--- src/rtl/leaf_tx_pkg.sv ---
// Shared constants and types for the leaf transmit scheduler.
// Packet layout: {valid, leaf, port, seq, payload}, with the payload in the low bits.
package leaf_tx_pkg;

  localparam int unsigned DEF_NUM_OUT_PORTS = 2;
  localparam int unsigned DEF_PAYLOAD_BITS  = 32;
  localparam int unsigned DEF_PACKET_BITS   = 49;
  localparam int unsigned DEF_NUM_LEAF_BITS = 3;
  localparam int unsigned DEF_NUM_PORT_BITS = 4;
  localparam int unsigned DEF_CREDIT_BITS   = 8;
  localparam int unsigned DEF_CREDIT_INIT   = 64;

  localparam int unsigned SEQ_BITS =
    DEF_PACKET_BITS - 1 - DEF_NUM_LEAF_BITS - DEF_NUM_PORT_BITS - DEF_PAYLOAD_BITS;

  localparam int unsigned SEQ_LSB   = DEF_PAYLOAD_BITS;
  localparam int unsigned PORT_LSB  = SEQ_LSB + SEQ_BITS;
  localparam int unsigned LEAF_LSB  = PORT_LSB + DEF_NUM_PORT_BITS;
  localparam int unsigned VALID_BIT = DEF_PACKET_BITS - 1;

  typedef enum logic {
    IDLE,
    SEND
  } tx_state_t;

endpackage

--- src/rtl/leaf_tx_sched_rr_arbiter.sv ---
// Combinational round-robin arbiter. It grants the first requester found at or after
// i_ptr, wrapping from N-1 back to 0.
module rr_arbiter
  import leaf_tx_pkg::*;
#(
  parameter int unsigned N     = DEF_NUM_OUT_PORTS,
  parameter int unsigned IDX_W = 1
) (
  input  logic [N-1:0]     i_req,
  input  logic [IDX_W-1:0] i_ptr,
  output logic [N-1:0]     o_gnt,
  output logic [IDX_W-1:0] o_idx,
  output logic             o_any
);

  always_comb begin
    logic             w_found;
    logic [IDX_W-1:0] w_c;
    o_gnt   = '0;
    o_idx   = '0;
    w_found = 1'b0;
    w_c     = '0;
    for (int unsigned k = 0; k < N; k++) begin
      w_c = IDX_W'((32'(i_ptr) + k) % N);
      if (!w_found && i_req[w_c]) begin
        w_found    = 1'b1;
        o_gnt[w_c] = 1'b1;
        o_idx      = w_c;
      end
    end
  end

  assign o_any = |i_req;

endmodule

--- src/rtl/leaf_tx_sched.sv ---
// Credit-based round-robin scheduler from the user output streams onto the single
// leaf->BFT packet path. It sends at most one packet every two cycles.
module leaf_tx_sched
  import leaf_tx_pkg::*;
#(
  parameter int unsigned NUM_OUT_PORTS = DEF_NUM_OUT_PORTS,
  parameter int unsigned PAYLOAD_BITS  = DEF_PAYLOAD_BITS,
  parameter int unsigned PACKET_BITS   = DEF_PACKET_BITS,
  parameter int unsigned NUM_LEAF_BITS = DEF_NUM_LEAF_BITS,
  parameter int unsigned NUM_PORT_BITS = DEF_NUM_PORT_BITS,
  parameter int unsigned CREDIT_BITS   = DEF_CREDIT_BITS,
  parameter int unsigned CREDIT_INIT   = DEF_CREDIT_INIT,
  localparam int unsigned IDX_W = (NUM_OUT_PORTS > 1) ? $clog2(NUM_OUT_PORTS) : 1
) (
  input  logic                                    clk,
  input  logic                                    reset,
  input  logic [NUM_OUT_PORTS*PAYLOAD_BITS-1:0]   din_user,
  input  logic [NUM_OUT_PORTS-1:0]                vld_user,
  output logic [NUM_OUT_PORTS-1:0]                ack_user,
  input  logic                                    cfg_wr,
  input  logic [IDX_W-1:0]                        cfg_idx,
  input  logic [NUM_LEAF_BITS-1:0]                cfg_leaf,
  input  logic [NUM_PORT_BITS-1:0]                cfg_port,
  input  logic                                    cfg_en,
  input  logic                                    cred_vld,
  input  logic [IDX_W-1:0]                        cred_idx,
  input  logic [CREDIT_BITS-1:0]                  cred_cnt,
  output logic [PACKET_BITS-1:0]                  pkt_out,
  output logic                                    pkt_vld,
  input  logic                                    pkt_rdy,
  output logic [NUM_OUT_PORTS-1:0]                cred_zero
);

  localparam int unsigned N     = NUM_OUT_PORTS;
  localparam int unsigned SEQ_W = PACKET_BITS - 1 - NUM_LEAF_BITS - NUM_PORT_BITS - PAYLOAD_BITS;

  tx_state_t               r_state, w_state_nxt;
  logic [CREDIT_BITS-1:0]  r_credit [N];
  logic [SEQ_W-1:0]        r_seq    [N];
  logic [NUM_LEAF_BITS-1:0] r_leaf  [N];
  logic [NUM_PORT_BITS-1:0] r_port  [N];
  logic [PAYLOAD_BITS-1:0] w_din_arr [N];
  logic [N-1:0]            r_en, r_ack, r_cred_zero, w_req, w_gnt;
  logic [IDX_W-1:0]        r_rr, w_idx;
  logic                    w_any, w_grant;
  logic [PACKET_BITS-1:0]  r_pkt;

  rr_arbiter #(.N(N), .IDX_W(IDX_W)) u_arb (
    .i_req (w_req),
    .i_ptr (r_rr),
    .o_gnt (w_gnt),
    .o_idx (w_idx),
    .o_any (w_any)
  );

  assign w_grant = (r_state == IDLE) && w_any;

  always_ff @(posedge clk) begin
    if (!reset) r_state <= IDLE;
    else        r_state <= w_state_nxt;
  end

  always_comb begin
    w_state_nxt = r_state;
    case (r_state)
      IDLE:    if (w_any)   w_state_nxt = SEND;
      SEND:    if (pkt_rdy) w_state_nxt = IDLE;
      default: w_state_nxt = IDLE;
    endcase
  end

  for (genvar n = 0; n < N; n++) begin : g_stream
    logic [CREDIT_BITS:0]   w_sum;
    logic [CREDIT_BITS-1:0] w_credit_nxt;

    assign w_din_arr[n] = din_user[n*PAYLOAD_BITS +: PAYLOAD_BITS];
    assign w_req[n]     = vld_user[n] & r_en[n] & (r_credit[n] != '0);

    // Return and consume are summed in one extra bit, so saturation applies to the net result.
    always_comb begin
      w_sum = {1'b0, r_credit[n]};
      if (cred_vld && (cred_idx == IDX_W'(n))) w_sum = w_sum + {1'b0, cred_cnt};
      if (w_grant && w_gnt[n])                 w_sum = w_sum - (CREDIT_BITS+1)'(1);
      w_credit_nxt = w_sum[CREDIT_BITS] ? '1 : w_sum[CREDIT_BITS-1:0];
    end

    always_ff @(posedge clk) begin
      if (!reset) begin
        r_credit[n]    <= CREDIT_BITS'(CREDIT_INIT);
        r_cred_zero[n] <= (CREDIT_INIT == 0);
        r_seq[n]       <= '0;
        r_leaf[n]      <= '0;
        r_port[n]      <= '0;
        r_en[n]        <= 1'b0;
      end else begin
        r_credit[n]    <= w_credit_nxt;
        r_cred_zero[n] <= (w_credit_nxt == '0);
        if (w_grant && w_gnt[n]) r_seq[n] <= r_seq[n] + SEQ_W'(1);
        if (cfg_wr && (cfg_idx == IDX_W'(n))) begin
          r_leaf[n] <= cfg_leaf;
          r_port[n] <= cfg_port;
          r_en[n]   <= cfg_en;
        end
      end
    end
  end

  always_ff @(posedge clk) begin
    if (!reset) begin
      r_ack <= '0;
      r_pkt <= '0;
      r_rr  <= '0;
    end else begin
      r_ack <= w_grant ? w_gnt : '0;
      if (w_grant) begin
        r_pkt <= {1'b1, r_leaf[w_idx], r_port[w_idx], r_seq[w_idx], w_din_arr[w_idx]};
        r_rr  <= (w_idx == IDX_W'(N-1)) ? '0 : w_idx + IDX_W'(1);
      end
    end
  end

  assign ack_user  = r_ack;
  assign pkt_out   = r_pkt;
  assign pkt_vld   = (r_state == SEND);
  assign cred_zero = r_cred_zero;

endmodule

--- config.mk ---
export PLATFORM = sky130hd
export DESIGN_NAME = leaf_tx_sched
export DESIGN_NICKNAME = d
export VERILOG_FILES = /design/src/rtl/leaf_tx_pkg.sv /design/src/rtl/leaf_tx_sched_rr_arbiter.sv /design/src/rtl/leaf_tx_sched.sv
export SDC_FILE = /design/constraint.sdc
export NUM_CORES = 1
export LEC_CHECK = 0
export ABC_AREA = 1
export BUFFER_PORTS_ARGS = -buffer_cell sky130_fd_sc_hd__buf_4
export CAP_MARGIN = 20
export CORE_MARGIN = 2
export CORE_UTILIZATION = 40
export CTS_BUF_LIST = sky130_fd_sc_hd__clkbuf_2
export DETAILED_ROUTE_END_ITERATION = 7
export GPL_TIMING_DRIVEN = 0
export PLACE_DENSITY = 0.73
export SLEW_MARGIN = 20
export SYNTH_ARGS = -nofsm -noshare
export SYNTH_HDL_FRONTEND = slang
export SYNTH_SLANG_ARGS = --single-unit
--- constraint.sdc ---
create_clock -name clk -period 6.15 [get_ports clk]
set_input_delay 0.615 -clock clk [delete_from_list [all_inputs] [get_ports clk]]
set_output_delay 0.615 -clock clk [all_outputs]
set_load 0.005 [all_outputs]
==> metrics.cfg <==
[place]
hpwl_mm = 11.5
place_inst = 1103
gp_congestion = 0.874
post-place-ws_ps = 3320
place_area_sq_um = 6990
portBuffers = 142

[sta]
finalMaxSlewViolations = 0
finalSetupViolations = 0
slew-limit-headroom_pct = 64.0
hold_violations = 0
clock_skew_ps = 33.7
finalCritPeriodShare_pct = 41.1
grt_setup_unrepaired = false
tightest_slew_ps = 540
worst_slack_ps = 3620
fin_setup_tns_ps = 0
fin_crit_ps = 2530
fmax_mhz = 396

[synthesis]
ys_types = 42
syn_inst = 781
synth-edff-count = 32
ys_warn_count = 0
syn_avg_cell_area_sq_um = 7.30
ys_ff_latch = 105
syn-cell-area_sq_um = 5700
async_reset_ff_share_pct = 0
yosysSeqAreaShare_pct = 42.5
yosys_most_used_dff = dfxtp_1
syn-num-nets = 892

[clock_tree]
cts_max_level = 3
clock-sinks = 105
clockBufferDepth = 2
cts_buffers = 9
path_clk_slew_ps = 290
cts.repair.resized = 0
cts_setup_buffers = 0
clk_latency_ps = 610
cts_tree = done
cts-root-buf = clkbuf_2
holdBufCountCts = 0

[power]
totalPowerFinal_mw = 1.48
p_leak_nw = 3.27
p_per_area_nw_per_um2 = 209
ir_drop_mv = 0.114

[layout]
final_cell_mix = nand2_1 (278), buf_4 (143), inv_1 (84)
final_area_sq_um = 7090
final_cell_count_no_fill = 1120
syn_to_final_growth_pct = 24.3
regArea_sq_um = 2420
multiInputGateArea_sq_um = 2820
finalNetCount = 1045
layout_commonest_cell = nand2_1
fillers = 1369
drive_gt1_share_pct = 21.6

[worst_setup_path]
critPathLaunchType = flop
end_kind = flop
crit_required_ps = 6690
crit_fanout = 10
cp.arrival_ps = 3070
crit_type = reg2reg

[grt]
grt_pass1_vias = 4813
grt_max_degree = 18
grtUsageTotal_pct = 19.6
antenna_found_initial = 0
grt.overflow.total = 0
grt_pass1_wl_mm = 23.5

[drt]
drtIter0Drc = 392
routed_via_density = 4.90
vias = 5491
final_antenna_net_count = 0
drc = 0
post_drt_wl_per_cell_microns = 13.3
wirelength_mm = 14.9
drtPass1Iterations = 5

[run_status]
outcome = finished, final reports clean

[die]
coreArea_sq_um = 13900
rows = 43
start_util_pct = 41.1
io_pins = 143
die_area_sq_um = 15200
dieHeight_microns = 123
dieWidth_microns = 123

[flow_run]
drv_cap = 0

[worst_hold_path]
hold_class = in2reg

worst max-delay path, cell delays in order (launching register included):
cell,delay (ps)
dfxtp_1,420
ha_1,180
inv_1,50
fa_1,470
nand2_1,60
o21ai_2,80
ha_1,190
inv_1,60
nor2_1,120
nand3_1,100
nor2_2,180
nand3_1,110
nand2_2,170
nand2_1,90
nor3_2,170
flip-flops by register name, summed over array words and instances, names as in the netlist:
| signal | count |
|---|---|
| r_seq | 18 |
| cred_zero | 2 |
| ack_user | 2 |
| pkt_vld | 1 |
| r_port | 8 |
| r_en | 2 |
| r_credit | 16 |
| r_rr | 1 |
| pkt_out | 49 |
| r_leaf | 6 |
final cells by class:
type | instances | area share [%]
diodes | 1 | 0.0353
multi-input cells | 559 | 39.8
plain buffers | 25 | 1.57
flip-flops and latches | 105 | 34.2
inverters | 92 | 4.89
clock buffers | 11 | 0.776
clock inverters | 5 | 0.547
repair buffers | 142 | 15.0
well taps | 180 | 3.18
per-layer routing:
metal / global-route usage [%] / vias to the layer above / wire length (microns)
met5: 0 / - / 0
li1: - / 2843 / -
met1: 27.0 / 2509 / 6850
met2: 32.4 / 128 / 7230
met3: 3.78 / 11 / 730
met4: 3.41 / 0 / 111
through the flow:
step	utilization [%]	hold slack, ps
floorplan	-	449
global placement	50.4	466
detailed placement	50.4	473
CTS	51.1	123
global route	51.1	85.4
finish	51.1	168
worst paths after layout:
| kind | cells after the start | from | slack (ps) | end |
|---|---|---|---|---|
| setup / recovery | 14 | r_credit[1][0] | 3620 | cred_zero[1] |
| hold / removal | 2 | pkt_rdy | 170 | pkt_vld |
| setup reg to reg | 14 | r_credit[1][0] | 3620 | cred_zero[1] |
| hold reg to reg | 2 | r_rr | 500 | r_rr |
synthesized netlist by cell type, drive strengths merged, types with 2 or more instances:
master	count	area share, %
ha	20	4.4
nand3b	6	0.86
inv	90	5.9
nand4	6	0.66
fa	2	0.70
nand3	54	5.1
xor2	8	1.2
a31oi	53	5.8
nor3	7	0.79
buf	9	0.90
dfxtp	73	26
o21ai	15	1.6
nand2	290	20
clkbuf	16	1.1
edfxtp	32	17
nor2	67	5.4
clkinv	2	0.15
a21oi	21	1.8
xnor2	3	0.46
where the power goes:
part | leakage, nW | internal [mW] | total (mW) | switching (mW)
registers | 0.925 | 0.762 | 0.795 | 0.0326
clock network | 0.0646 | 0.0605 | 0.296 | 0.236
logic | 2.28 | 0.164 | 0.389 | 0.225
cell families (layout without fill, tap and decap cells):
kind of cell | Yosys count | after routing | synth area share [%]
compound gates | 92 | 92 | 9.61
xor+xnor | 11 | 11 | 1.69
fa+ha+maj | 22 | 22 | 5.09
buf+inv | 117 | 275 | 8.03
flops | 105 | 105 | 42.5
mux | 1 | 1 | 0.176
other cells | 0 | 1 | 0
simple gates | 433 | 433 | 32.9
(Power assumes the default switching activity.)
